<file path="config.mk">
export PLATFORM = sky130hd
export DESIGN_NAME = tdc_decoder
export DESIGN_NICKNAME = d
export VERILOG_FILES = /design/src/rtl/tdc_decoder.sv
export SDC_FILE = /design/constraint.sdc
export NUM_CORES = 1
export LEC_CHECK = 0
export BUFFER_PORTS_ARGS = -buffer_cell sky130_fd_sc_hd__buf_2
export CAP_MARGIN = 40
export CELL_PAD_IN_SITES_DETAIL_PLACEMENT = 1
export CELL_PAD_IN_SITES_GLOBAL_PLACEMENT = 2
export CORE_MARGIN = 2
export CORE_UTILIZATION = 35
export CTS_CLUSTER_DIAMETER = 100
export DETAILED_ROUTE_END_ITERATION = 8
export GPL_TIMING_DRIVEN = 1
export PLACE_DENSITY_LB_ADDON = 0.1
export SETUP_SLACK_MARGIN = 0.15
export SKIP_CTS_REPAIR_TIMING = 1
export SLEW_MARGIN = 30
export SYNTH_ARGS = -nofsm -noshare
export SYNTH_HDL_FRONTEND = slang
export SYNTH_SLANG_ARGS = --single-unit
export TNS_END_PERCENT = 20
</file>
<file path="constraint.sdc">
create_clock -name clk -period 5.86 [get_ports clk]
set_clock_uncertainty 0.05 [all_clocks]
set_input_delay 0.293 -clock clk [delete_from_list [all_inputs] [get_ports clk]]
set_output_delay 0.293 -clock clk [all_outputs]
set_load 0.01 [all_outputs]
</file>
<file path="src/rtl/tdc_decoder.sv">
// tdc_decoder: readout for the TDC latch bank.
// Three-stage pipeline: capture -> bubble correction + edge search -> outputs
// and half-period IIR average.
// Optional build macro: TDC_BUBBLE_CORR_EN enables majority-of-3 bubble
// correction ahead of the edge encoders; when undefined the captured word
// feeds the encoders directly and latency is unchanged.
module tdc_decoder #(
  parameter int NSTAGES = 64,
  parameter int PW      = $clog2(NSTAGES) + 1,
  parameter int AVG_SH  = 4
) (
  input  logic                 clk,
  input  logic                 rst,
  input  logic                 en,
  input  logic                 sample_valid,
  input  logic [NSTAGES-1:0]   tdc_q,
  output logic [PW-1:0]        rise_pos,
  output logic [PW-1:0]        fall_pos,
  output logic [PW+AVG_SH-1:0] period_avg,
  output logic [PW-1:0]        phase_out,
  output logic                 edge_err,
  output logic                 out_valid
);

  localparam int AW = PW + AVG_SH;

  typedef enum logic {INIT, TRACK} period_state_t;

  logic [NSTAGES-1:0] q_p1;
  logic               vld_p1;
  logic [NSTAGES-1:0] corr_p1;
  logic [PW:0]        rise_srch_p1;
  logic [PW:0]        fall_srch_p1;
  logic [PW-1:0]      rise_p2;
  logic [PW-1:0]      fall_p2;
  logic               rfnd_p2;
  logic               ffnd_p2;
  logic               vld_p2;
  logic [PW-1:0]      meas_p2;
  logic               vld_p3;
  period_state_t      state;

`ifdef TDC_BUBBLE_CORR_EN
  // Majority of each bit and its neighbours; the end bits reuse themselves
  // as the missing neighbour, which leaves them unchanged.
  function automatic logic [NSTAGES-1:0] bubble_fix(input logic [NSTAGES-1:0] q);
    logic [NSTAGES-1:0] r;
    logic lo, hi;
    r = '0;
    for (int i = 0; i < NSTAGES; i++) begin
      lo   = q[(i == 0) ? 0 : i - 1];
      hi   = q[(i == NSTAGES - 1) ? NSTAGES - 1 : i + 1];
      r[i] = (lo & q[i]) | (lo & hi) | (q[i] & hi);
    end
    return r;
  endfunction
`endif

  // Lowest-index transition scanning upward from bit 1; returns {found, pos}
  // with pos = NSTAGES when nothing is found.
  function automatic logic [PW:0] find_edge(input logic [NSTAGES-1:0] q,
                                            input logic rising);
    logic          found;
    logic [PW-1:0] pos;
    logic          hit;
    found = 1'b0;
    pos   = PW'(NSTAGES);
    for (int i = 1; i < NSTAGES; i++) begin
      hit = rising ? (!q[i-1] && q[i]) : (q[i-1] && !q[i]);
      if (!found && hit) begin
        found = 1'b1;
        pos   = PW'(i);
      end
    end
    return {found, pos};
  endfunction

  // Clamp a signed intermediate into the unsigned average range.
  function automatic logic [AW-1:0] sat_avg(input logic signed [AW:0] v);
    logic signed [AW:0] vmax;
    vmax = {1'b0, {AW{1'b1}}};
    if (v < 0)
      return '0;
    else if (v > vmax)
      return {AW{1'b1}};
    else
      return v[AW-1:0];
  endfunction

  // One first-order IIR step: avg + ((meas << AVG_SH) - avg) >>> AVG_SH.
  function automatic logic [AW-1:0] iir_step(input logic [AW-1:0] avg,
                                             input logic [PW-1:0] meas);
    logic signed [AW:0] target;
    logic signed [AW:0] cur;
    logic signed [AW:0] diff;
    logic signed [AW:0] nxt;
    target = signed'({1'b0, meas, {AVG_SH{1'b0}}});
    cur    = signed'({1'b0, avg});
    diff   = target - cur;
    nxt    = cur + (diff >>> AVG_SH);
    return sat_avg(nxt);
  endfunction

  // ---- stage 1: capture ----
  // Valid flag advances only while enabled; dropped strobes never enter.
  always_ff @(posedge clk) begin
    if (rst)
      vld_p1 <= 1'b0;
    else if (en)
      vld_p1 <= sample_valid;
  end

  // Latch word captured on an accepted strobe.
  always_ff @(posedge clk) begin
    if (en && sample_valid)
      q_p1 <= tdc_q;
  end

  // ---- stage 2: bubble correction and edge search ----
  // Corrected (or raw) word and both priority encoders.
  always_comb begin
`ifdef TDC_BUBBLE_CORR_EN
    corr_p1 = bubble_fix(q_p1);
`else
    corr_p1 = q_p1;
`endif
    rise_srch_p1 = find_edge(corr_p1, 1'b1);
    fall_srch_p1 = find_edge(corr_p1, 1'b0);
  end

  // Stage-2 valid flag.
  always_ff @(posedge clk) begin
    if (rst)
      vld_p2 <= 1'b0;
    else if (en)
      vld_p2 <= vld_p1;
  end

  // Stage-2 edge positions and found flags.
  always_ff @(posedge clk) begin
    if (en && vld_p1) begin
      {rfnd_p2, rise_p2} <= rise_srch_p1;
      {ffnd_p2, fall_p2} <= fall_srch_p1;
    end
  end

  // ---- stage 3: outputs and period tracking ----
  // Half-period distance between the two edges.
  always_comb begin
    meas_p2 = (fall_p2 >= rise_p2) ? (fall_p2 - rise_p2) : (rise_p2 - fall_p2);
  end

  // Output registers plus the INIT/TRACK period state machine.
  always_ff @(posedge clk) begin
    if (rst) begin
      vld_p3     <= 1'b0;
      rise_pos   <= '0;
      fall_pos   <= '0;
      phase_out  <= '0;
      edge_err   <= 1'b0;
      period_avg <= '0;
      state      <= INIT;
    end else if (en) begin
      vld_p3 <= vld_p2;
      if (vld_p2) begin
        rise_pos  <= rise_p2;
        fall_pos  <= fall_p2;
        edge_err  <= !rfnd_p2 && !ffnd_p2;
        phase_out <= rfnd_p2 ? rise_p2 : (ffnd_p2 ? fall_p2 : '0);
        if (rfnd_p2 && ffnd_p2) begin
          case (state)
            INIT: begin
              period_avg <= {meas_p2, {AVG_SH{1'b0}}};
              state      <= TRACK;
            end
            TRACK: period_avg <= iir_step(period_avg, meas_p2);
            default: state <= INIT;
          endcase
        end
      end
    end
  end

  // A frozen pipeline never advertises valid data; a held strobe reappears
  // once the pipeline resumes, so each sample is reported exactly once.
  assign out_valid = vld_p3 && en;

endmodule

</file>
## Yosys cells after proc, flatten, opt, wreduce, memory -nomap -nowiden

Index checks and enable logic that the tools add are counted.
Widths: inputs -> output; s select.

- Memory bits (writable): 0
- Memory bits (read-only): 0
- Memories kept: 0
- Output and inout port bits: 34
- Flip-flop bits (word level): 117
- Bits in latches: 0
- Word-level logic and storage cells: 747

- Reductions and logical operators: 459
- $mul: 0
- $add $sub $neg: 4
- Bitwise operators: 1
- Mux-type cells: 254
- Equality and inequality tests: 0
- Div/mod/pow operators: 0
- Shift-type cells: 0
- $lt $le $gt $ge: 3

Operators with widths:

| kind | count |
|---|---|
| $mux 6 | 60 |
| $logic_and 1x1->1 | 255 |
| $logic_not 1->1 | 190 |
| $mux 5 | 32 |
| $mux 1 | 126 |
| $reduce_or 62->1 | 2 |
| $mux 4 | 16 |
| $reduce_or 32->1 | 2 |
| $mux 7 | 5 |
| $reduce_or 16->1 | 2 |
| $mux 3 | 8 |
| $mux 11 | 2 |
| $pmux 11 s2 | 1 |
| $reduce_or 8->1 | 2 |
| $sub 7x7->7 | 2 |
| $add 12x8->12 | 1 |
| $gt 12x12->1 const B | 1 |
| $lt 12x1->1 const B | 1 |
| $sub 11x11->12 | 1 |
| $mux 2 | 4 |
| $reduce_or 4->1 | 2 |
| $ge 7x7->1 | 1 |
| $reduce_or 2->1 | 2 |
| $reduce_and 3->1 | 1 |
| other kinds (2) | 2 |

## Longest topological paths before layout

Gate-level depths: netlist (run 1).

- Depth after elaboration: 189
- Mapped depth: 26
- Gate-level depth less buffers: 24

## Least setup slack after synthesis (run 1)

OpenSTA, ideal clock, no wires.

- Path type: flip-flop to flip-flop
- Start point: register rise_p2[5]
- End point: register period_avg[9]
- Data arrival time: 4.928 ns
- Path slack: 0.796 ns
- Data required time: 5.724 ns
- Stages on the path, launching flop included: 25
- Buffers on the path: 2
- Period minus slack after synthesis: 5.064 ns
- Path through: edfxtp_1 -> inv_1 -> ha_1 -> buf_2 -> a21o_1 -> a221oi_2 -> o21ai_2 -> a211o_1 -> a31oi_1 -> xnor2_1 -> ha_1 -> or3_1 -> o211ai_2 -> inv_1 -> a21oi_1 -> xnor2_1 -> ha_1 -> and3_1 -> a311oi_1 -> a21oi_1 -> or2_0 -> a21oi_2 -> buf_6 -> a21oi_2 -> a221oi_2

- Longest elaborated chain between the ends: 8
- Elaborated cells on any way between the ends: 11
- Those cells by class: add/sub (4); order compare (3); mux (4)

RTL lines:

| item | RTL line | RTL |
|---|---|---|
| start: declaration | 34 | `logic [PW-1:0] rise_p2;` |
| start signal: assignment | 142 | `{rfnd_p2, rise_p2} <= rise_srch_p1;` |
| $sub 7x7->7 or $ge 7x7->1 (tied branches) | 150 | `meas_p2 = (fall_p2 >= rise_p2) ? (fall_p2 - rise_p2) : (rise_p2 - fall_p2);` |
| $mux 7 * | 150 |  |
| $sub 11x11->12 | 99 | `diff = target - cur;` |
| $add 12x8->12 | 100 | `nxt = cur + (diff >>> AVG_SH);` |
| $gt 12x12->1 | 84 | `else if (v > vmax)` |
| $mux 11 | 84 |  |
| $mux 11 | 82 | `if (v < 0)` |
| $pmux 11 s2 * | 171 | `case (state)` |
| end signal: assignment | 173 | `period_avg <= {meas_p2, {AVG_SH{1'b0}}};` |
| end signal: assignment | 176 | `TRACK: period_avg <= iir_step(period_avg, meas_p2);` |
| end: declaration | 19 | `output logic [PW+AVG_SH-1:0] period_avg,` |

Every way passes the cells marked *; elsewhere a longest branch is shown, timed or not.
A chain may end at the register's enable or synchronous reset.

## Worst setup path in the final report (run 1)

- Start point: register rise_p2[2]
- End point: register period_avg[4]

Same word-level chain as after synthesis.

==> run summary, run 1 <==
The first global-routing pass estimated between 40000 and 50000 um of wire. After synthesis the netlist holds a flip-flop and latch count of 117. The critical path is of the flip-flop to flip-flop type. Routability-driven placement finished with a final weighted congestion of 0.833. The number of buffer and inverter instances along the worst setup path came out at 3. The count of maximum capacitance violations came out at 0. For this run, the number of Yosys warnings is 0.

The total of buffers placed on input and output ports came out at about 100. The setup check on the worst reg-to-reg path leaves a slack of ~0.46 ns. Grouping stages by cell kind, the critical path spends the most delay in compound AO/OA/AOI/OAI gates. The number of setup violations in the final report came out at 0.

The number of global-route vias before repair is 8175. The die area came out at about 0.026 mm2. The number of gates on the worst path with buffers counted came out at 23. The mean number of vias per cell is between 5 and 6. Per report_power, the sequential group accounts for between 30% and 40% of the total. In the final design database the tool counted ~1300 nets. The die is 162 um tall. The areal power density over the cells is between 200 and 250 mW/mm2. The half-perimeter wire length after placement is about 21000 um. The total nets after synthesis is about 1200. The actual slew at the worst max-slew pin is between 0.7 and 0.8 ns.

The final-report max-slew violation count is 0. The die is 162 um wide. The starting utilization of the core area came out at approximately 36%.

The detailed router finished its first iteration with about 500 violations. The sequential share of the synthesized area is a little over a third. The worst hold-check path type is input pin to flip-flop.

The H-tree was split into 4 levels. The maximum cell stage delay along the critical path came out at 0.41 ns. The number of rows in the core area is 57. The count of cell types in the netlist came out at between 80 and 90. The capture point of the worst reg-to-reg path is period_avg[4]$_SDFFE_PP0P_.

The startpoint class of the critical path is a flip-flop. The maximum buffer depth of the clock tree came out at 2. The run finished with clean final reports. The launching instance or port of the critical path is rise_p2[2]$_SDFFCE_PP1P_. The worst-case reg-to-reg path depth is 23.

In this run the critical register-to-register path is launched from rise_p2[2]$_SDFFCE_PP1P_. In this run the remaining antenna-violating nets after routing total 0. The final critical-path share of the clock period came out at 92.1%.

The part of the total power dissipated in combinational logic came out at a little over a fifth. Of the total synthesized cell area, the portion taken by XOR and XNOR cells is approximately 1.9%. The insertion delay of the later-clocked pin in the worst-skew pair is between 0.4 and 0.5 ns. For the finished layout, the period the worst path requires is ~5.4 ns. The worst IR drop on VDD is 175 uV. The area share of the largest cell type after synthesis is a little over a quarter. The slowest stage of the critical path is the sky130_fd_sc_hd__ha_1 cell. Yosys mapped a number of flops with a built-in enable equal to 80. The dominant combinational cell family by area after synthesis is compound AO/OA/AOI/OAI gates. In the synthesized netlist, mux cells make up less than 1% of the area. The static leakage is 4.23 nW. The clock network burns roughly 40% of the power. After clock tree synthesis, the clock-pin slew on the worst setup and hold paths is around 0.070 ns. The final layout contains routed wiring with a total length of about 29000 um.

The top-level I/O count came out at between 100 and 150. The required time of the critical path is just over 6 ns. TritonCTS built the clock tree. The tree is rooted in a sky130_fd_sc_hd__clkbuf_16. Summed over all failing endpoints, the final setup total negative slack is 0 ns. The final design instance area without fill came out at about 0.011 mm2. The layout cell share with drive strength beyond 1 came out at between 10 and 15%.

The startpoint of the tightest hold check path is tdc_q[51]. The number of detailed-routing iterations run before antenna repair is 5. The internal power is between 1.5 and 2 mW. The final routed DRC violation total came out at 0. The end of the critical path is period_avg[4]$_SDFFE_PP0P_. The fraction of the mapped netlist area in compound gates came out at about 28%. The worst setup path is captured at a flip-flop.

The relative area change from synthesis to final layout came out at 22.5%. The cell count after synthesis is ~1100. The aggregate global routing overflow is 0. The number of hold violations in the final report is 0. The CTS buffer count is 17. Entering global routing, the biggest net connects between 60 and 70 pins.

The number of sinks driven by the clock tree came out at about 120. The switching part of the total is approximately a third. The share of async-settable or async-resettable flops after synthesis is 0%. Yosys attributes the largest share of cell area to sky130_fd_sc_hd__edfxtp_1 (27%), sky130_fd_sc_hd__dfxtp_1 (8.5%), sky130_fd_sc_hd__a21oi_1 (7.3%). Of all cell types, the one taking the most synthesized area is sky130_fd_sc_hd__edfxtp_1. The endpoint arrival time on the critical path is 5.69 ns.

The commonest cells after synthesis are sky130_fd_sc_hd__nand2_1 (136), sky130_fd_sc_hd__a21oi_1 (127), sky130_fd_sc_hd__nor2_1 (102). Headroom to the max-slew limit came out at 48.3%. The number of standard cells in the layout, taps in and fillers out is between 1500 and 2000.

The maximum fanout encountered on the critical timing path came out at 11. Summing the areas of all and, or, nand and nor instances in the mapped netlist gives 22.2% of the synthesized area. The total track usage is roughly a fifth.

The critical path goes through inv_1 -> ha_1 -> a21o_1 -> a31oi_1 -> o21ai_4 -> a211o_1 -> a31oi_4 -> xnor2_2 -> ha_1 -> or3_1 -> o211ai_2 -> inv_1 -> a21oi_1 -> xnor2_1 -> ha_1 -> and3_1 -> a311oi_2 -> a21oi_1 -> or2_0 -> a21oi_2 -> buf_6 -> a221oi_1 -> a211oi_1. The standard cell core area is around 0.024 mm2. Yosys instantiated no cell more often than sky130_fd_sc_hd__nand2_1. The instance area after placement is approximately 0.0094 mm2.

In this run the cell area of the synthesized design comes to about 0.0088 mm2. The most common flop cell mapped by yosys is sky130_fd_sc_hd__edfxtp_1. The wire length per cell after detailed routing came out at between 15 and 20 um. The fmax came out at around 190 MHz.

The initial antenna violation count came out at 0. The routed layout has between 8000 and 9000 vias. The net load switching power is between 0.8 and 0.9 mW. The number of placed cells counting well taps is around 1500.

In this run the mean area of a mapped cell was approximately 8 um2. Summing the areas of all fa, ha and maj instances in the mapped netlist gives under 10% of the synthesized area. Among the stages of the critical path, the cell type that occurs most often is sky130_fd_sc_hd__ha_1.

Setup repair after global routing left no endpoint under its margin.
[area by class of cell]
class | count | area (um2)
inverter | 71 | 267
antenna | 1 | 2.50
clock inverter | 14 | 151
fill | 2966 | 13700
clock buffer | 18 | 450
sequential | 117 | 3140
multi-input combinational | 843 | 5120
timing repair buffer | 167 | 1190
tap | 324 | 405
[worst register-to-register path: stages, from the launching register on]
cell and delay [ns]:
sky130_fd_sc_hd__edfxtp_1 0.40, sky130_fd_sc_hd__inv_1 0.07, sky130_fd_sc_hd__ha_1 0.41, sky130_fd_sc_hd__a21o_1 0.20, sky130_fd_sc_hd__a31oi_1 0.33, sky130_fd_sc_hd__o21ai_4 0.18
sky130_fd_sc_hd__a211o_1 0.33, sky130_fd_sc_hd__a31oi_4 0.22, sky130_fd_sc_hd__xnor2_2 0.17, sky130_fd_sc_hd__ha_1 0.30, sky130_fd_sc_hd__or3_1 0.37, sky130_fd_sc_hd__o211ai_2 0.11
sky130_fd_sc_hd__inv_1 0.06, sky130_fd_sc_hd__a21oi_1 0.17, sky130_fd_sc_hd__xnor2_1 0.14, sky130_fd_sc_hd__ha_1 0.29, sky130_fd_sc_hd__and3_1 0.19, sky130_fd_sc_hd__a311oi_2 0.34
sky130_fd_sc_hd__a21oi_1 0.13, sky130_fd_sc_hd__or2_0 0.22, sky130_fd_sc_hd__a21oi_2 0.13, sky130_fd_sc_hd__buf_6 0.18, sky130_fd_sc_hd__a221oi_1 0.10, sky130_fd_sc_hd__a211oi_1 0.23
[through the flow]
stage	utilization, %	hold WS (ns)	power [mW]	worst slack (ns)
after global routing	43.8	0.000288	2.82	0.143
after detailed placement	38.6	0.397	1.56	0.230
final	43.8	0.0200	2.68	0.461
after floorplan	-	0.342	1.40	0.796
after CTS	41.0	-0.0270	2.67	0.204
after global placement	38.5	0.392	1.56	0.322
[layer usage]
metal	wire, um	vias up	track usage [%]	share of wire, %
li1	-	4240	-	-
met1	12900	4113	27.2	45
met2	14600	133	37.2	51
met3	717	28	2.91	2.5
met4	500	0	6.60	1.7
met5	0	-	0	0
[flip-flops by register name, summed over array words and instances (netlist names)]
| register | flops |
|---|---|
| corr_p1 | 64 |
| edge_err | 1 |
| fall_p2 | 7 |
| fall_pos | 7 |
| ffnd_p2 | 1 |
| period_avg | 11 |
| phase_out | 7 |
| rfnd_p2 | 1 |
| rise_p2 | 7 |
| rise_pos | 7 |
| state | 1 |
| vld_p1 | 1 |
| vld_p2 | 1 |
| vld_p3 | 1 |
[worst min path at each step]
| stage | to | slack [ns] | depth (start not counted) |
|---|---|---|---|
| 2_1_floorplan | corr_p1[0]$_DFFE_PP_ | 0.34 | 0 |
| 3_3_place_gp | fall_pos[1]$_SDFFE_PP0P_ | 0.39 | 2 |
| 3_5_place_dp | fall_pos[6]$_SDFFE_PP0P_ | 0.40 | 2 |
| 4_1_cts | corr_p1[5]$_DFFE_PP_ | -0.03 | 1 |
| 5_1_grt | corr_p1[51]$_DFFE_PP_ | 0.0003 | 1 |
| 6_report | corr_p1[51]$_DFFE_PP_ | 0.02 | 1 |
[power by group through the flow]
stage,Clock [mW],Combinational [mW],Sequential (mW)
floorplan,0,0.436,0.967
global placement,0,0.531,1.03
detailed placement,0,0.536,1.03
CTS,1.12,0.539,1.01
global route,1.15,0.642,1.02
finish,1.09,0.576,1.01
[placed cells by master, fill, tap and decap left out, drive strengths merged, types with 12 or more instances in the layout]
cell type / count
nand2: 136
a21oi: 129
buf: 107
nor2: 102
o21ai: 88
inv: 83
edfxtp: 80
dlygate4sd3: 60
dfxtp: 37
ha: 31
nor3: 26
nor2b: 23
nand3: 23
nand2b: 19
a31oi: 19
clkbuf: 18
xnor2: 18
o211ai: 15
a21o: 14
or2: 14
a211oi: 13
and2: 12
a221oi: 12
[cell families after synthesis]
logic type | after synthesis
buffers and inverters | 135
XOR/XNOR | 19
AND/OR/NAND/NOR | 404
adder cells (fa/ha/maj) | 34
flip-flops | 117
multiplexers | 7
AO/OA/AOI/OAI | 379
(Power assumes the default switching activity.)
==> run 2: changes to the inputs <==
Settings changed: ABC_CLOCK_PERIOD_IN_PS from default to 5600.
Clock period 5.86 ns to 5.6 ns, I/O delays scaled along.
==> run 2 against run 1 <==
Against the previous run: sequential share of layout area shrank 0.34 points; worst hold slack gained 0.0098 ns; clock-buffer cell count shrank 1; setup slack lost 0.041 ns; via count is essentially flat; critical path depth is the same; critical path type unchanged; largest power group unchanged; highest routed layer unchanged.
==> run summary, run 2 (same netlist as run 1, synthesis figures left out) <==
Result of the run: complete, no violations (unchanged). The met1 routed wirelength after detailed routing came out at 13000 um (was 12900 um). The initial detailed-routing violation count came out at 425 (was 490). The relative area change from synthesis to final layout is 24.0% (was 22.5%). The die area is 0.0263 mm2 (unchanged). The final critical-path share of the clock period is 92.5% (was 92.1%). The insertion delay of the later-clocked pin in the worst-skew pair came out at 0.42 ns (was 0.43 ns). The worst IR drop on VDD came out at 153 uV (was 175 uV). RSZ-0062 raised after global routing: no (unchanged). The count of maximum capacitance violations came to 0 (unchanged).

The final critical-path required period came to 5.18 ns (was 5.40 ns). The standard cell core area came out at 0.0245 mm2 (unchanged). The areal power density over the cells is 257 mW/mm2 (was 250 mW/mm2). The fraction of power consumed by the clock network came out at 39.4% (was 40.8%). The static leakage is 4.29 nW (was 4.23 nW). The clock transition at the registers of the reported paths is 0.06 ns (was 0.07 ns). The number of detailed-routing iterations run before antenna repair is 6 (was 5). The global-route wire length before repair came to 44700 um (was 44300 um). The CTS buffer count came to 17 (unchanged). The internal power came to 1.85 mW (was 1.81 mW). The net count of the finished layout came to 1334 (was 1319). The wire length per cell after detailed routing came out at 18.3 um (was 18.4 um).

The end of the worst hold path is corr_p1[46]$_DFFE_PP_ (was corr_p1[51]$_DFFE_PP_). The floorplan die width is 162 um (unchanged). The maximum fanout encountered on the critical timing path is 6 (was 11). The total via count in the routed design is 8508 (was 8514).

The worst-case reg-to-reg path depth came out at 23 (unchanged). The startpoint class of the critical path is a flip-flop (unchanged). The number of diodes added for antenna fixing came to 0 (was 1). The endpoint arrival time on the critical path came out at 5.46 ns (was 5.69 ns). The portion of total power attributed to sequential cells came to 37.9% (was 37.7%). The root buffer cell was sky130_fd_sc_hd__clkbuf_16 (unchanged).

The net load switching power came out at 0.941 mW (was 0.873 mW). The worst hold-check path type is input pin to flip-flop (unchanged). The final-report max-slew violation count is 0 (unchanged).

The critical path endpoint category is a flip-flop (unchanged). The share of the core filled with cells in the final layout came out at 44.4% (was 43.8%). The leading cell type in the layout, fill and taps excluded is sky130_fd_sc_hd__nand2_1 (unchanged). The pin count of the biggest net entering global routing is 66 (unchanged). The aggregate global routing overflow came out at 0 (unchanged). The mean number of vias per cell is 5.42 (was 5.48). The number of global-route vias before repair is 8355 (was 8175). The antenna violation net count after detailed routing came out at 0 (unchanged). The CTS tree was built (unchanged).

The routability congestion estimate from global placement is 0.841 (was 0.833). The number of setup violations in the final report came out at 0 (unchanged). The level count of the clock H-tree is 4 (unchanged). The met3 wirelength from detailed routing is 696 um (was 717 um). The reg2reg setup slack came out at 0.42 ns (was 0.46 ns).

The worst slew margin relative to its limit came out at 47.2% (was 48.3%). The half-perimeter wire length after placement is 21100 um (about the same). The capture point of the worst reg-to-reg path is period_avg[6]$_SDFFE_PP0P_ (was period_avg[4]$_SDFFE_PP0P_). The number of flip-flops under the largest register name is 64 (unchanged). The worst flop-to-flop path startpoint is rise_p2[4]$_SDFFCE_PP1P_ (was rise_p2[2]$_SDFFCE_PP1P_). The routed wire length was 28700 um (about the same). The required time of the critical path is 5.88 ns (was 6.15 ns).

The number of filler instances in the final layout was 2978 (was 2966). The number of instances on the worst hold path is 1 (unchanged). The layout cell share with drive strength beyond 1 is 16.5% (was 14.9%). The number of rows in the core area was 57 (unchanged).

The final routed DRC violation total came out at 0 (unchanged). The starting utilization of the core area came out at 35.8% (unchanged). The startpoint of the tightest hold check path is tdc_q[46] (was tdc_q[51]). The highest signal layer in the routed design was met4 (unchanged). The fmax was 193 MHz (was 185 MHz).

The die boundary height came to 162 um (unchanged). The critical path start-end classification is flip-flop to flip-flop (unchanged). The setup slack after layout is 0.420 ns (was 0.461 ns). The maximum buffer depth of the clock tree is 2 (unchanged). The initial antenna violation count is 0 (unchanged). The number of sinks driven by the clock tree is 117 (unchanged). The number of hold violations in the final report came out at 0 (unchanged). The actual slew at the worst max-slew pin is 0.792 ns (was 0.776 ns).

Most frequent cells in the layout: sky130_fd_sc_hd__nand2_1 (136), sky130_fd_sc_hd__a21oi_1 (125), sky130_fd_sc_hd__nor2_1 (101), sky130_fd_sc_hd__buf_2 (101), sky130_fd_sc_hd__o21ai_0 (85) (was sky130_fd_sc_hd__nand2_1 (136), sky130_fd_sc_hd__a21oi_1 (127), sky130_fd_sc_hd__nor2_1 (102)). The post-placement worst setup slack came to 0.183 ns (was 0.230 ns). The setup TNS after final layout is 0 ns (unchanged). The top-level I/O count came out at 102 (unchanged). The total track usage came out at 21.5% (was 21.3%). The switching part of the total was 33.7% (was 32.5%). The detailed-routed wire length on met2 is 14600 um (about the same). The part of the total power dissipated in combinational logic came out at 22.7% (was 21.5%). The total of buffers placed on input and output ports came to 101 (unchanged).
[run 2: cell types whose count changed in the layout (fill, tap and decap cells not counted), moves of 2 or more]
cell	change
sky130_fd_sc_hd__buf_4	+14
sky130_fd_sc_hd__ha_1	-3
sky130_fd_sc_hd__inv_6	-3
sky130_fd_sc_hd__a21oi_1	-2
sky130_fd_sc_hd__a21oi_2	+2
sky130_fd_sc_hd__clkinv_4	+2
sky130_fd_sc_hd__dlygate4sd3_1	+2
sky130_fd_sc_hd__ha_2	+2
sky130_fd_sc_hd__inv_8	+2
[run 2: area by class of cell]
cell class | instances | area, um2 | share of cell area, %
inverters | 71 | 267 | 2.46
clock buffers | 17 | 425 | 3.92
multi-input cells | 843 | 5160 | 47.6
clock inverters | 15 | 151 | 1.39
repair buffers | 182 | 1300 | 12.0
flip-flops and latches | 117 | 3140 | 29.0
well taps | 324 | 405 | 3.74
[run 2: metal layers]
layer / vias up / global-route usage, %
met1: 4118 / 27.3
met5: - / 0
li1: 4254 / -
met2: 111 / 38.2
met3: 25 / 3.32
met4: 0 / 5.11
[run 2: per-stage QoR]
stage	total power, mW	instances	cell area [um2]	hold slack (ns)
floorplan	1.47	1095	8750	0.329
global placement	1.64	1463	9450	0.390
detailed placement	1.64	1464	9470	0.396
CTS	2.75	1496	10000	-0.0428
global route	2.94	1569	10900	0.0155
finish	2.79	1569	10900	0.0298
[run 2: worst max-delay path by stage]
stage	slack [ns]	endpoint	start	depth (start not counted)
after floorplan	0.54	period_avg[9]$_SDFFE_PP0P_	rise_p2[5]$_SDFFCE_PP1P_	24
after global placement	0.33	period_avg[4]$_SDFFE_PP0P_	rise_p2[4]$_SDFFCE_PP1P_	23
after detailed placement	0.18	period_avg[4]$_SDFFE_PP0P_	fall_p2[4]$_SDFFCE_PP1P_	22
after CTS	0.13	period_avg[4]$_SDFFE_PP0P_	rise_p2[4]$_SDFFCE_PP1P_	23
after global routing	0.11	period_avg[4]$_SDFFE_PP0P_	rise_p2[4]$_SDFFCE_PP1P_	23
final	0.42	period_avg[6]$_SDFFE_PP0P_	rise_p2[4]$_SDFFCE_PP1P_	23
[run 2: worst max-delay path, stage by stage (launching register included)]
cell and delay [ns]:
sky130_fd_sc_hd__edfxtp_1 0.43, sky130_fd_sc_hd__inv_1 0.10, sky130_fd_sc_hd__ha_2 0.31, sky130_fd_sc_hd__and3_4 0.17
sky130_fd_sc_hd__a221oi_2 0.32, sky130_fd_sc_hd__o21ai_4 0.12, sky130_fd_sc_hd__mux2_2 0.31, sky130_fd_sc_hd__a31oi_4 0.19
sky130_fd_sc_hd__xnor2_2 0.11, sky130_fd_sc_hd__ha_1 0.33, sky130_fd_sc_hd__or3_1 0.37, sky130_fd_sc_hd__o211ai_2 0.11
sky130_fd_sc_hd__inv_1 0.09, sky130_fd_sc_hd__a21oi_2 0.16, sky130_fd_sc_hd__xnor2_1 0.14, sky130_fd_sc_hd__ha_2 0.30
sky130_fd_sc_hd__and3_1 0.18, sky130_fd_sc_hd__a311oi_2 0.31, sky130_fd_sc_hd__a21oi_2 0.10, sky130_fd_sc_hd__or2_0 0.22
sky130_fd_sc_hd__a21oi_2 0.21, sky130_fd_sc_hd__buf_6 0.17, sky130_fd_sc_hd__nand2_1 0.07, sky130_fd_sc_hd__a221oi_2 0.21
[run 2: power groups by stage]
stage                     combinational, mW  sequential [mW]  clock, mW
final                                 0.632             1.06       1.10
after detailed placement              0.564             1.08          0
after CTS                             0.568             1.06       1.12
after floorplan                       0.456             1.01          0
after global placement                0.558             1.08          0
after global routing                  0.709             1.07       1.16
